**config.mk**
```make
export PLATFORM = sky130hd
export DESIGN_NAME = chanlink_l1a_sched
export DESIGN_NICKNAME = d
export VERILOG_FILES = /design/src/rtl/chanlink_l1a_sched_pkg.sv /design/src/rtl/chanlink_l1a_q.sv /design/src/rtl/chanlink_l1a_sched.sv
export SDC_FILE = /design/constraint.sdc
export NUM_CORES = 1
export LEC_CHECK = 0
export ABC_AREA = 1
export CAP_MARGIN = 20
export CORE_UTILIZATION = 50
export CTS_BUF_LIST = sky130_fd_sc_hd__clkbuf_8
export CTS_CLUSTER_SIZE = 28
export DETAILED_ROUTE_END_ITERATION = 6
export PLACE_DENSITY = 0.72
export SYNTH_ARGS = -nofsm -noshare
export SYNTH_HDL_FRONTEND = slang
export SYNTH_SLANG_ARGS = --single-unit
export TNS_END_PERCENT = 20
```
**constraint.sdc**
```tcl
create_clock -name RCLK -period 6.8 [get_ports RCLK]
set_input_delay 2.04 -clock RCLK [delete_from_list [all_inputs] [get_ports RCLK]]
set_output_delay 2.04 -clock RCLK [all_outputs]
set_load 0.005 [all_outputs]
```
**src/rtl/chanlink_l1a_sched_pkg.sv**
```systemverilog
// Shared definitions for the L1A readout scheduler: FSM encoding and queue entry layout.
package chanlink_l1a_sched_pkg;

    localparam int L1A_DW = 37;

    localparam logic [1:0] ST_IDLE   = 2'd0;
    localparam logic [1:0] ST_LAUNCH = 2'd1;
    localparam logic [1:0] ST_WAIT   = 2'd2;
    localparam logic [1:0] ST_GAP    = 2'd3;

    typedef struct packed {
        logic              mlt;
        logic              ovlp;
        logic [L1A_DW-1:0] data;
    } l1a_ent_t;

    localparam int ENT_W = $bits(l1a_ent_t);

endpackage

```
**src/rtl/chanlink_l1a_q.sv**
```systemverilog
// Synchronous FIFO holding pending L1As; a push into a full queue is taken when a pop frees a slot.
module chanlink_l1a_q #(
    parameter int DEPTH = 4,
    parameter int W     = 39
) (
    input  logic         clk_i,
    input  logic         rst_ni,
    input  logic         push_i,
    input  logic         pop_i,
    input  logic [W-1:0] din_i,
    output logic [W-1:0] dout_o,
    output logic         full_o,
    output logic         empty_o
);

    localparam int AW = $clog2(DEPTH);

    logic [W-1:0]  mem_q [DEPTH];
    logic [AW-1:0] wr_ptr_q, rd_ptr_q;
    logic [AW:0]   cnt_q;
    logic          do_push, do_pop;

    assign full_o  = (cnt_q == (AW+1)'(DEPTH));
    assign empty_o = (cnt_q == '0);
    assign do_pop  = pop_i & ~empty_o;
    assign do_push = push_i & (~full_o | do_pop);
    assign dout_o  = mem_q[rd_ptr_q];

    always_ff @(posedge clk_i or negedge rst_ni) begin
        if (!rst_ni) begin
            wr_ptr_q <= '0;
            rd_ptr_q <= '0;
            cnt_q    <= '0;
        end else begin
            if (do_push) wr_ptr_q <= wr_ptr_q + 1'b1;
            if (do_pop)  rd_ptr_q <= rd_ptr_q + 1'b1;
            case ({do_push, do_pop})
                2'b10:   cnt_q <= cnt_q + 1'b1;
                2'b01:   cnt_q <= cnt_q - 1'b1;
                default: cnt_q <= cnt_q;
            endcase
        end
    end

    // Storage needs no reset: only entries counted by cnt_q are ever read.
    always_ff @(posedge clk_i) begin
        if (do_push) mem_q[wr_ptr_q] <= din_i;
    end

endmodule

```
**src/rtl/chanlink_l1a_sched.sv**
```systemverilog
// L1A readout scheduler: queues L1As, tags overlaps from trigger spacing and launches one ring readout per L1A.
module chanlink_l1a_sched
    import chanlink_l1a_sched_pkg::*;
#(
    parameter int QDEPTH  = 4,
    parameter int TMO_CYC = 1023,
    parameter int GAP_CYC = 2
) (
    input  logic              RCLK,
    input  logic              RST_B,
    input  logic [6:0]        SAMP_MAX,
    input  logic              L1A_IN,
    input  logic [L1A_DW-1:0] L1A_DATA_IN,
    input  logic              LAST_WRD,
    output logic              TRIG_OUT,
    output logic              L1A_WRT_EN,
    output logic [L1A_DW-1:0] L1A_EVT_DATA,
    output logic              OVLP,
    output logic              MLT_OVLP,
    output logic              QFULL,
    output logic [7:0]        DROP_CNT,
    output logic              TMO_ERR,
    output logic [1:0]        SCHED_ST
);

    logic [1:0] st_q, st_d;
    logic [9:0] tmr_q, tmr_d;
    logic [7:0] spc_q, drop_q;
    logic       prev_ovlp_q, tmo_q, trig_q, tmo_set;
    l1a_ent_t   evt_q, push_ent, head_ent;
    logic       q_full, q_empty, pop, accept, drop, ovlp, mlt;

    assign pop    = (st_q == ST_LAUNCH);
    assign accept = L1A_IN & (~q_full | pop);
    assign drop   = L1A_IN & q_full & ~pop;
    assign ovlp   = (spc_q <= {1'b0, SAMP_MAX});
    assign mlt    = ovlp & prev_ovlp_q;
    assign push_ent = '{mlt: mlt, ovlp: ovlp, data: L1A_DATA_IN};

    chanlink_l1a_q #(.DEPTH(QDEPTH), .W(ENT_W)) u_q (
        .clk_i  (RCLK),
        .rst_ni (RST_B),
        .push_i (L1A_IN),
        .pop_i  (pop),
        .din_i  (push_ent),
        .dout_o (head_ent),
        .full_o (q_full),
        .empty_o(q_empty)
    );

    // One timer serves both WAIT_DONE (timeout) and GAP (idle spacing).
    always_comb begin
        st_d    = st_q;
        tmr_d   = '0;
        tmo_set = 1'b0;
        unique case (st_q)
            ST_IDLE:   if (!q_empty) st_d = ST_LAUNCH;
            ST_LAUNCH: st_d = ST_WAIT;
            ST_WAIT: begin
                if (LAST_WRD) begin
                    st_d = ST_GAP;
                end else if (tmr_q == 10'(TMO_CYC - 1)) begin
                    st_d    = ST_GAP;
                    tmo_set = 1'b1;
                end else begin
                    tmr_d = tmr_q + 1'b1;
                end
            end
            ST_GAP: begin
                if (tmr_q == 10'(GAP_CYC - 1)) st_d = ST_IDLE;
                else                           tmr_d = tmr_q + 1'b1;
            end
        endcase
    end

    always_ff @(posedge RCLK or negedge RST_B) begin
        if (!RST_B) begin
            st_q        <= ST_IDLE;
            tmr_q       <= '0;
            spc_q       <= 8'hFF;
            prev_ovlp_q <= 1'b0;
            drop_q      <= '0;
            tmo_q       <= 1'b0;
            trig_q      <= 1'b0;
            evt_q       <= '0;
        end else begin
            st_q   <= st_d;
            tmr_q  <= tmr_d;
            trig_q <= pop;
            if (pop) evt_q <= head_ent;
            if (accept) begin
                spc_q       <= '0;
                prev_ovlp_q <= ovlp;
            end else if (spc_q != 8'hFF) begin
                spc_q <= spc_q + 1'b1;
            end
            if (drop && drop_q != 8'hFF) drop_q <= drop_q + 1'b1;
            if (tmo_set) tmo_q <= 1'b1;
        end
    end

    assign TRIG_OUT     = trig_q;
    assign L1A_WRT_EN   = trig_q;
    assign L1A_EVT_DATA = evt_q.data;
    assign OVLP         = evt_q.ovlp;
    assign MLT_OVLP     = evt_q.mlt;
    assign QFULL        = q_full;
    assign DROP_CNT     = drop_q;
    assign TMO_ERR      = tmo_q;
    assign SCHED_ST     = st_q;

endmodule

```
# Word level (Yosys, flattened, before mapping)
# Memories as Yosys holds them, arrays and structs flattened. A register that Yosys moved wholly into a read port is not among the register bits.
# Index checks and enable logic that the tools add are counted.
# Widths: inputs -> output; s select.
# totals
wordCells	67
ramBits	156
n_memories	1
ff_bits	38
out_inout_bits	53
# memory_table
name	words	word_bits	rd	rd_ports_with_merged_regs	write_ports	line_no	source
u_q.mem_q	4	39	1	1	1	chanlink_l1a_q.sv:18	logic [W-1:0] mem_q [DEPTH];
# classes
bitwise	11
eq_ne	13
muxes	17
n_addsub	7
n_lt_le_gt_ge	1
n_reduce_logical	7
# ops
op	count
$mux 10	3
$pmux 10 s2	1
$add 8x1->8 const B	2
$mux 8	2
$ne 8x8->1 const B	2
$add 10x1->10 const B	1
$eq 10x1->1 const B	1
$eq 10x10->1 const B	1
$le 8x7->1	1
$mux 2	4
$pmux 2 s4	1
$and 1x1->1	6
$eq 2x2->1 const B	3
$pmux 3 s2	1
$mux 1	5
$add 2x1->2 const B	2
$eq 2x1->1 const B	2
$ne 2x2->1 const B	2
$reduce_bool 2->1	2
$add 3x1->3 const B	1
$eq 3x3->1 const B	1
$logic_not 3->1	1
$ne 3x3->1 const B	1
$not 1->1	3
6 further kinds	7

# Longest topological paths before layout
# Gate-level depths: netlist of run 1.
# logic_depth
word_depth	7
ltp_mapped	12

# Cells and area by module
# From an unflattened synthesis of run 1, not the netlist that was laid out.
# hier_totals
hier_cells	808
area_unflattened_um2	9780.6
# modules_own_cells
mod	instances	seq_area_each_um2	area_per_inst_um2	cells_each
chanlink_l1a_q	1	4859.7	6388.6	479
chanlink_l1a_sched	1	1761.7	3392.0	329

# Worst setup path before layout of run 1
# OpenSTA, ideal clock, no wires.
# synth_timing
kind	input-to-reg
startpoint	in L1A_IN
endpoint	mem u_q.mem_q[0][0], enable pin
path_slack_ps	2440
n_path_buf	1
arrival_time_ps	3924
cell_stages	3
setup_time_ps	435
cell_sequence	nand2_1 buf_4 nor2_1
# synth_via
elab_chain_len	3
# synth_lines
element	line_no	source
start: declaration	chanlink_l1a_sched.sv:12	input logic L1A_IN,
$and 1x1->1	chanlink_l1a_q.sv:26	assign do_push = push_i & (~full_o | do_pop);
$mux 1	chanlink_l1a_q.sv:47	if (do_push) mem_q[wr_ptr_q] <= din_i;
$mux 1 (implied by the code)	chanlink_l1a_q.sv:47	
end: declaration	chanlink_l1a_q.sv:18	
# Every way passes these cells.

# Worst setup path in the final report of run 1
# layout_timing
startpoint	reg u_q.cnt_q[0]
endpoint	out QFULL
# layout_via
elab_chain_len	1
# layout_lines
element	line_no	source
start: declaration	chanlink_l1a_q.sv:20	logic [AW:0] cnt_q;
start signal: assignment	chanlink_l1a_q.sv:38	2'b10: cnt_q <= cnt_q + 1'b1;
start signal: assignment	chanlink_l1a_q.sv:39	2'b01: cnt_q <= cnt_q - 1'b1;
start signal: assignment	chanlink_l1a_q.sv:40	default: cnt_q <= cnt_q;
$eq 3x3->1	chanlink_l1a_q.sv:23	assign full_o = (cnt_q == (AW+1)'(DEPTH));
end: declaration	chanlink_l1a_sched.sv:20	output logic QFULL,
# Every way passes these cells.

==> out/qor.log, run 1 <==
INFO  placed_design  hpwl=10900um
INFO  cts            htree_levels=2
INFO  finish         finalNonFillerCells=1207
INFO  cts            cts_resized=0
INFO  floorplanning  starting_utilization_of_the_core_area=0.510
INFO  timing         worstMarginPinSlew=0.966ns
INFO  cts            postCtsSetupRepairBufs=0
INFO  setup_path     crit_path_cell_trace=inv_2 > nand3_2 > inv_2 > clkdlybuf4s50_1
INFO  outcome        run_status=completed
INFO  placed_design  place.gp.congestion=0.819
INFO  logic_synthesis yosys_register_bits=233
INFO  timing         final.setup_skew=0.0181ns
INFO  floorplanning  design.core.area=0.0188mm2
INFO  route          drt_iter0_markers=464
INFO  finish         layout_common_cells=nor2_1, edfxtp_1, clkdlybuf4s50_1
INFO  timing         max_clock_freq=268MHz
INFO  pwr            power_frac_seq=0.445
INFO  route          detail_route.drc_violations=0
INFO  global_routing first_global_vias=6221
INFO  setup_path     reg2reg_slack=3.60ns
INFO  pwr            vdd_drop_max=228uV
INFO  pwr            pwr_density_cell=413mW/mm2
INFO  cts            clock_tree.buffer_depth=3
INFO  finish         synth_to_layout_area_growth=20.2%
INFO  logic_synthesis synth-warning-count=0
INFO  finish         layout-drive-gt1-share=0.0915
INFO  pwr            switching_share=0.340
INFO  finish         multiInputGateArea=0.00259mm2
INFO  pwr            total_switching_power=0.00161W
INFO  setup_path     worstPathArrival=1.70ns
INFO  route          wl_per_cell=15.7um
INFO  logic_synthesis netlist.top_cell.by_area=edfxtp_1
INFO  setup_path     crit_path_frequent_cell=inv_2
INFO  setup_path     setup.worst_path.start_class=register
INFO  finish         fin_nets=1013
INFO  min_path       hold_class=register to register
INFO  finish         layout.filler_cells=1479
INFO  route          dr_total_vias=6230
INFO  route          ant_nets=0
INFO  finish         area.sequential=0.00662mm2
INFO  cts            buffer_type_at_the_clock_tree_root=clkbuf_8
INFO  logic_synthesis post_synth.cell_area_avg=11.5um2
INFO  placed_design  place_inst=1135
INFO  logic_synthesis syn_inst=836
INFO  floorplanning  die_w=140um
INFO  timing         rsz0062_at_grt=false
INFO  cts            cts_hold_buffers=0
INFO  timing         finalCritPeriodShare=0.550
INFO  setup_path     timing.critical_path.slowest_cell_delay=0.49ns
INFO  pwr            cellLeakagePower=4.36nW
INFO  global_routing grt_first_pass_wirelength=31400um
INFO  timing         finalHoldViolCount=0
INFO  logic_synthesis synth.distinct_cells=33
INFO  setup_path     required=4.76ns
INFO  timing         final.setup.tns=0ns
INFO  run            max_cap_violations=0
INFO  setup_path     path_max_fanout=4
INFO  floorplanning  floorplan.die_area=0.0197mm2
INFO  timing         timing.final.setup_violations=0
INFO  setup_path     timing.critical_path.to_type=primary output
INFO  finish         layout.cells.most_common=nor2_1
INFO  route          routed_wirelength=18900um
INFO  logic_synthesis synthesis.area=0.00958mm2
INFO  floorplanning  io_pins=101
INFO  setup_path     critPathBufInv=3
INFO  timing         count_of_final_max_slew_check_failures=0
INFO  global_routing grt_usage=0.203
INFO  global_routing grt_start_max_net_pins=85
INFO  floorplanning  std_cell_rows=50
INFO  global_routing antenna_found_initial=0
INFO  cts            number_of_clock_sinks_seen_by_cts=233
INFO  setup_path     crit_path_top_delay_cell=clkdlybuf4s50_1
INFO  logic_synthesis synth_fp_nets=906
INFO  route          firstDrtPassIters=5
INFO  route          avgViaCountPerCell=5.16
INFO  cts            number_of_buffers_inserted_during_clock_tree_synthesis=38
INFO  logic_synthesis synth_area_leaders=edfxtp_1, dfrtp_1, nor2_1
INFO  placed_design  numPortBuffers=100
INFO  pwr            share_comb_of_total_power=0.315
INFO  timing         slew_headroom=0.356
INFO  logic_synthesis synth.top_cell.area_share=0.489
INFO  setup_path     worst_path_dominant_cell_family=buffers and inverters
INFO  pwr            power.internal=0.00314W
INFO  setup_path     crit_type=register to primary output
INFO  logic_synthesis yosysSeqAreaShare=0.691
INFO  pwr            share_clk_of_total_power=0.240
INFO  timing         timing.final.crit_period=3.74ns
INFO  cts            clk_latency=0.53ns
INFO  global_routing overflow=0
INFO  cts            worst_setup_hold_path_clk_slew=0.06ns
INFO  cts            tritoncts=yes
INFO  floorplanning  floorplan.die.height=140um
INFO  finish         antenna_fix_cells=0
[registers in the layout (all words and copies together) (netlist names)]
name and cells:
u_q.wr_ptr_q 2, prev_ovlp_q 1, tmr_q 10, u_q.mem_q 156
u_q.rd_ptr_q 2, L1A_EVT_DATA 37, OVLP 1, DROP_CNT 8
TMO_ERR 1, L1A_WRT_EN 1, spc_q 8, MLT_OVLP 1
u_q.cnt_q 3, SCHED_ST 2
[cell usage after synthesis]
master / count
a211oi_1: 1
a21boi_0: 1
a21oi_1: 15
a31o_2: 1
a31oi_1: 40
buf_2: 12
buf_4: 5
buf_6: 5
clkbuf_1: 14
clkbuf_2: 4
dfrtp_1: 69
dfstp_2: 8
edfxtp_1: 156
fa_1: 1
ha_1: 21
inv_1: 43
inv_2: 5
nand2_1: 76
nand2_2: 2
nand3_1: 16
nand3_2: 2
nand3b_1: 1
nand4_1: 8
nor2_1: 217
nor2_2: 2
nor3_1: 3
o21a_1: 1
o21ai_0: 79
o21ai_1: 7
o21ai_2: 3
or2_2: 1
xnor2_1: 10
xor2_1: 7
[power groups by stage]
stage / clock, W / combinational (W) / sequential, W
6_report: 0.00114 / 0.00150 / 0.00211
4_1_cts: 0.00117 / 0.00151 / 0.00212
3_3_place_gp: 0 / 0.00146 / 0.00213
3_5_place_dp: 0 / 0.00149 / 0.00214
5_1_grt: 0.00123 / 0.00169 / 0.00215
2_1_floorplan: 0 / 0.000965 / 0.00208
[final timing paths]
kind / startpoint / end / cells after the start
max: u_q.cnt_q[0] / QFULL / 4
min: TMO_ERR / TMO_ERR / 1
max reg2reg: SCHED_ST[1] / u_q.mem_q[3][18] / 7
min reg2reg: TMO_ERR / TMO_ERR / 1
max in group asynchronous: RST_B / L1A_EVT_DATA[19] / 2
min in group asynchronous: RST_B / DROP_CNT[0] / 1
[final cells by class]
cell class,count,area share
clock buffer,41,0.0490
clock inverter,29,0.0134
inverter,48,0.0156
multi-input combinational,515,0.225
sequential,233,0.575
tap,234,0.0254
timing repair buffer,107,0.0963
[per-layer routing]
metal | global-route usage | wire (um) | up-vias
li1 | - | - | 3080
met1 | 0.279 | 8760 | 2956
met2 | 0.328 | 8940 | 171
met3 | 0.0356 | 919 | 23
met4 | 0.0723 | 318 | 0
met5 | 0 | 0 | -
[cells by family (layout without fill, tap and decap cells)]
logic type | after synthesis | after routing | synth area share
buffers and inverters | 88 | 225 | 0.0425
and+or+nand+nor | 328 | 328 | 0.136
AOI/OAI and AO/OA | 148 | 148 | 0.0849
DFF | 233 | 233 | 0.691
adders and majority gates | 22 | 22 | 0.0295
xor gates and xnor gates | 17 | 17 | 0.0155
[per-stage QoR]
stage | total power (W) | util | hold WS, ns | instance area (um2) | worst slack [ns]
floorplan | 0.00304 | - | 0.443 | 9580 | 2.44
global placement | 0.00359 | 0.571 | 0.451 | 10700 | 2.34
detailed placement | 0.00363 | 0.573 | 0.455 | 10700 | 2.36
CTS | 0.00479 | 0.611 | 0.468 | 11500 | 2.91
global route | 0.00508 | 0.614 | 0.479 | 11500 | 2.98
finish | 0.00475 | 0.614 | 0.462 | 11500 | 3.06
Power figures use the tool's default switching activity.
==> run 2: changes to the inputs <==
- PLACE_DENSITY: 0.72 -> 0.75
- clock period: 6.8 -> 3.1 ns (I/O delays scaled with it)
==> out/qor.log, run 2 (synthesized netlist as in run 1, its figures left out) <==
INFO  timing         count_of_final_max_slew_check_failures=0
INFO  pwr            vdd_drop_max=520uV
INFO  setup_path     crit_path_cell_trace=inv_2 > nand3_2 > inv_2 > clkdlybuf4s50_1
INFO  cts            number_of_clock_sinks_seen_by_cts=233
INFO  setup_path     reg2reg_slack=0.90ns
INFO  timing         worstMarginPinSlew=0.874ns
INFO  finish         fin_nets=1020
INFO  floorplanning  io_pins=101
INFO  setup_path     timing.critical_path.to_type=primary output
INFO  cts            cts_hold_buffers=0
INFO  route          detail_route.drc_violations=0
INFO  floorplanning  die_w=140um
INFO  cts            worst_setup_hold_path_clk_slew=0.05ns
INFO  setup_path     crit_type=register to primary output
INFO  cts            cts_resized=0
INFO  timing         slew_headroom=0.418
INFO  setup_path     endpoint=QFULL
INFO  placed_design  hpwl=11500um
INFO  finish         largest_register_ffs=156
INFO  route          avgViaCountPerCell=5.21
INFO  floorplanning  starting_utilization_of_the_core_area=0.510
INFO  pwr            switching_share=0.342
INFO  finish         finalNonFillerCells=1216
INFO  global_routing overflow=0
INFO  route          wl_per_cell=15.9um
INFO  setup_path     setup.worst_path.start_class=register
INFO  cts            clock_tree.buffer_depth=3
INFO  cts            tritoncts=yes
INFO  floorplanning  floorplan.die_area=0.0197mm2
INFO  min_path       hold_class=register to register
INFO  setup_path     r2r-start=SCHED_ST[1]
INFO  timing         rsz0062_at_grt=false
INFO  pwr            power_frac_seq=0.436
INFO  cts            number_of_buffers_inserted_during_clock_tree_synthesis=38
INFO  setup_path     cp.depth=4
INFO  setup_path     crit_path_frequent_cell=inv_2
INFO  cts            buffer_type_at_the_clock_tree_root=clkbuf_8
INFO  floorplanning  design.core.area=0.0188mm2
INFO  timing         max_clock_freq=380MHz
INFO  setup_path     worst_path_dominant_cell_family=buffers and inverters
INFO  route          ant_nets=0
INFO  cts            clk_latency=0.54ns
INFO  setup_path     worst-r2r-cell-count=7
INFO  route          dr_total_vias=6333
INFO  finish         layout-drive-gt1-share=0.0969
INFO  global_routing grt_usage=0.203
INFO  pwr            share_clk_of_total_power=0.238
INFO  outcome        run_status=completed
INFO  pwr            power.internal=0.00687W
INFO  timing         final.setup_skew=0.0199ns
INFO  timing         finalCritPeriodShare=0.848
INFO  setup_path     crit_path_top_delay_cell=clkdlybuf4s50_1
INFO  setup_path     timing.critical_path.slowest_cell_delay=0.49ns
INFO  pwr            share_comb_of_total_power=0.325
INFO  finish         layout.cells.most_common=nor2_1
INFO  floorplanning  std_cell_rows=50
INFO  cts            postCtsSetupRepairBufs=0
INFO  timing         timing.final.crit_period=2.63ns
INFO  placed_design  place.gp.congestion=0.840
INFO  finish         synth_to_layout_area_growth=20.5%
INFO  route          routed_wirelength=19400um
INFO  route          drt_iter0_markers=433
INFO  global_routing grt_first_pass_wirelength=31000um
INFO  min_path       worst_hold_startpoint=TMO_ERR
INFO  timing         timing.final.setup_violations=0
INFO  setup_path     required=2.17ns
INFO  cts            htree_levels=2
INFO  pwr            pwr_density_cell=905mW/mm2
INFO  global_routing grt_start_max_net_pins=83
INFO  finish         layout_common_cells=nor2_1, edfxtp_1, clkdlybuf4s50_1
INFO  timing         final.setup.tns=0ns
INFO  placed_design  place_inst=1144
INFO  route          firstDrtPassIters=5
INFO  setup_path     critPathLaunch=u_q.cnt_q[0]
INFO  global_routing antenna_found_initial=2
INFO  setup_path     regToRegEndpoint=u_q.cnt_q[1]
INFO  placed_design  numPortBuffers=100
INFO  timing         finalHoldViolCount=0
INFO  setup_path     critPathBufInv=3
INFO  pwr            total_switching_power=0.00357W
INFO  setup_path     path_max_fanout=4
INFO  global_routing first_global_vias=6178
INFO  setup_path     worstPathArrival=1.70ns
INFO  finish         top_register=u_q.mem_q
INFO  run            max_cap_violations=0
INFO  floorplanning  floorplan.die.height=140um
INFO  pwr            cellLeakagePower=4.41nW
==> run 2: cell count changes in the layout (fill, tap and decap cells not counted), sizes merged <==
| cell | delta |
|---|---|
| buf | +7 |
| clkbuf | -1 |
| clkinv | -4 |
| clkinvlp | -2 |
| diode | +2 |
| inv | +7 |
==> run 2: layer usage <==
metal	vias up	track usage	part of all wire
li1	3096	-	-
met1	3033	0.259	0.43
met2	164	0.341	0.50
met3	40	0.0410	0.051
met4	0	0.0781	0.023
met5	-	0	0
==> run 2: cell type report <==
| cell class | instances | area (um2) |
|---|---|---|
| flip-flops and latches | 233 | 6620 |
| clock buffers | 40 | 551 |
| multi-input cells | 515 | 2590 |
| inverters | 48 | 180 |
| well taps | 234 | 293 |
| clock inverters | 30 | 165 |
| repair buffers | 114 | 1130 |
| diodes | 2 | 5.00 |
| fillers | 1473 | 7230 |
==> run 2: power groups by stage <==
stage	Clock [W]	Combinational (W)	Sequential, W
after global placement	0	0.00333	0.00459
final	0.00249	0.00340	0.00455
after floorplan	0	0.00212	0.00455
after global routing	0.00270	0.00381	0.00462
after CTS	0.00254	0.00344	0.00456
after detailed placement	0	0.00341	0.00462
==> run 2: worst min-delay path by stage <==
stage             endpoint  cells after the start
6_report           TMO_ERR                      1
5_1_grt            TMO_ERR                      1
4_1_cts            TMO_ERR                      1
3_5_place_dp       TMO_ERR                      1
3_3_place_gp       TMO_ERR                      1
2_1_floorplan  prev_ovlp_q                      2
==> run 2: stage by stage <==
step	hold slack, ns	util	power, W	instance area [um2]	setup slack [ns]
finish	0.461	0.615	0.0104	11500	0.471
global route	0.479	0.615	0.0111	11500	0.387
CTS	0.468	0.614	0.0105	11500	0.432
detailed placement	0.455	0.576	0.00802	10800	0.390
global placement	0.456	0.576	0.00792	10800	0.401
floorplan	0.443	-	0.00667	9580	-0.150
==> run 3: changes to the inputs <==
- PLACE_DENSITY: 0.75 -> 0.72
- clock period: 3.1 -> 2.6 ns (I/O delays scaled with it)
==> out/qor.log, run 3 (synthesized netlist as in run 1, its figures left out) <==
INFO  placed_design  place.gp.congestion=0.860
INFO  timing         finalHoldViolCount=0
INFO  floorplanning  design.core.area=0.0188mm2
INFO  cts            cts_hold_buffers=0
INFO  timing         slew_headroom=0.449
INFO  cts            clock_tree.buffer_depth=3
INFO  placed_design  placed_area=0.0109mm2
INFO  global_routing grt_first_pass_wirelength=30900um
INFO  timing         count_of_final_max_slew_check_failures=0
INFO  pwr            switching_share=0.337
INFO  setup_path     required=1.82ns
INFO  cts            worst_setup_hold_path_clk_slew=0.06ns
INFO  pwr            overall_power=0.0125W
INFO  finish         antenna_fix_cells=0
INFO  pwr            vdd_drop_max=646uV
INFO  route          routed_wirelength=19000um
INFO  route          firstDrtPassIters=7
INFO  cts            cts_resized=0
INFO  global_routing grt_util_met1=0.259
INFO  global_routing use_met2=0.332
INFO  cts            postCtsSetupRepairBufs=0
INFO  setup_path     path_max_fanout=4
INFO  finish         layout.cells.most_common=nor2_1
INFO  route          avgViaCountPerCell=5.16
INFO  route          wl_per_cell=15.5um
INFO  timing         max_clock_freq=401MHz
INFO  timing         rsz0062_at_grt=false
INFO  route          detail_route.drc_violations=0
INFO  route          ant_nets=0
INFO  global_routing use_met3=0.0414
INFO  cts            htree_levels=2
INFO  timing         timing.final.setup_violations=0
INFO  setup_path     timing.critical_path.to_type=primary output
INFO  timing         worstMarginPinSlew=0.826ns
INFO  finish         layout.filler_cells=1488
INFO  cts            number_of_buffers_inserted_during_clock_tree_synthesis=39
INFO  global_routing first_global_vias=6294
INFO  cts            tritoncts=yes
INFO  outcome        run_status=completed
INFO  finish         largest_register_ffs=156
INFO  floorplanning  std_cell_rows=50
INFO  finish         fin_nets=1027
INFO  floorplanning  io_pins=101
INFO  global_routing grt_usage=0.202
INFO  pwr            share_comb_of_total_power=0.333
INFO  route          drt_iter0_markers=373
INFO  route          dr_total_vias=6311
INFO  floorplanning  die_w=140um
INFO  setup_path     crit_type=register to primary output
INFO  timing         timing.final.crit_period=2.49ns
INFO  floorplanning  floorplan.die.height=140um
INFO  finish         multiInputGateArea=0.00259mm2
INFO  finish         top_register=u_q.mem_q
INFO  pwr            total_switching_power=0.00422W
INFO  setup_path     worstPathArrival=1.71ns
INFO  cts            number_of_clock_sinks_seen_by_cts=233
INFO  global_routing antenna_found_initial=0
INFO  floorplanning  starting_utilization_of_the_core_area=0.510
INFO  global_routing grt_most_used_layer=met2
INFO  global_routing grt_start_max_net_pins=55
INFO  finish         finish.instance_area=0.0116mm2
INFO  timing         final.setup_skew=0.0193ns
INFO  pwr            power_frac_seq=0.432
INFO  placed_design  numPortBuffers=100
INFO  floorplanning  floorplan.die_area=0.0197mm2
INFO  finish         layout_common_cells=nor2_1, edfxtp_1, clkdlybuf4s50_1
INFO  finish         synth_to_layout_area_growth=21.6%
INFO  cts            buffer_type_at_the_clock_tree_root=clkbuf_8
INFO  pwr            cellLeakagePower=4.48nW
INFO  pwr            pwr_density_cell=1080mW/mm2
INFO  setup_path     setup.worst_path.start_class=register
INFO  pwr            share_clk_of_total_power=0.235
INFO  timing         finalCritPeriodShare=0.959
INFO  run            max_cap_violations=0
INFO  pwr            power.internal=0.00831W
INFO  placed_design  hpwl=12000um
INFO  global_routing overflow=0
INFO  finish         area.sequential=0.00662mm2
INFO  cts            clk_latency=0.53ns
INFO  finish         layout-drive-gt1-share=0.101
INFO  min_path       hold_class=input port to async pin
## run 3: metrics by stage
stage | setup slack, ns | hold slack [ns] | std cells | setup TNS, ns | util
floorplan | -0.528 | 0.443 | 836 | -82.29 | -
global placement | 0.0654 | 0.457 | 1150 | 0 | 0.582
detailed placement | 0.0387 | 0.455 | 1150 | 0 | 0.582
CTS | 0.0657 | 0.206 | 1222 | 0 | 0.620
global route | 0.0184 | 0.233 | 1222 | 0 | 0.620
finish | 0.105 | 0.216 | 1222 | 0 | 0.620
## run 3: power groups by stage
stage	logic, W	clock network [W]	registers [W]
4_1_cts	0.00422	0.00303	0.00542
6_report	0.00418	0.00295	0.00541
2_1_floorplan	0.00252	0	0.00543
3_3_place_gp	0.00412	0	0.00546
5_1_grt	0.00467	0.00320	0.00551
3_5_place_dp	0.00419	0	0.00548
## run 3: path summary, 6_finish.rpt
check                             start          endpoint  slack [ns]  cells after the start
max in group asynchronous         RST_B  L1A_EVT_DATA[15]        1.69                      2
setup reg to reg            SCHED_ST[1]      u_q.cnt_q[2]        0.49                     10
hold / removal                    RST_B          tmr_q[2]        0.22                      1
setup / recovery           u_q.cnt_q[0]             QFULL        0.11                      4
hold reg to reg                 TMO_ERR           TMO_ERR        0.46                      1
min in group RCLK               TMO_ERR           TMO_ERR        0.46                      1
## run 3: layer usage
metal | share of wire | wire length (um)
met1 | 0.45 | 8490
met2 | 0.48 | 9080
met3 | 0.054 | 1020
met4 | 0.022 | 410
met5 | 0 | 0
## run 3: area by class of cell
type	count	share of cell area
flip-flops and latches	233	0.569
multi-input cells	515	0.223
repair buffers	120	0.106
clock buffers	41	0.0485
well taps	234	0.0251
inverters	48	0.0155
clock inverters	31	0.0134
## run 3: critical path, cell delays in order, from the launching register on
cell	delay [ns]
dfrtp_1	0.40
inv_2	0.11
nand3_2	0.11
inv_2	0.07
clkdlybuf4s50_1	0.51
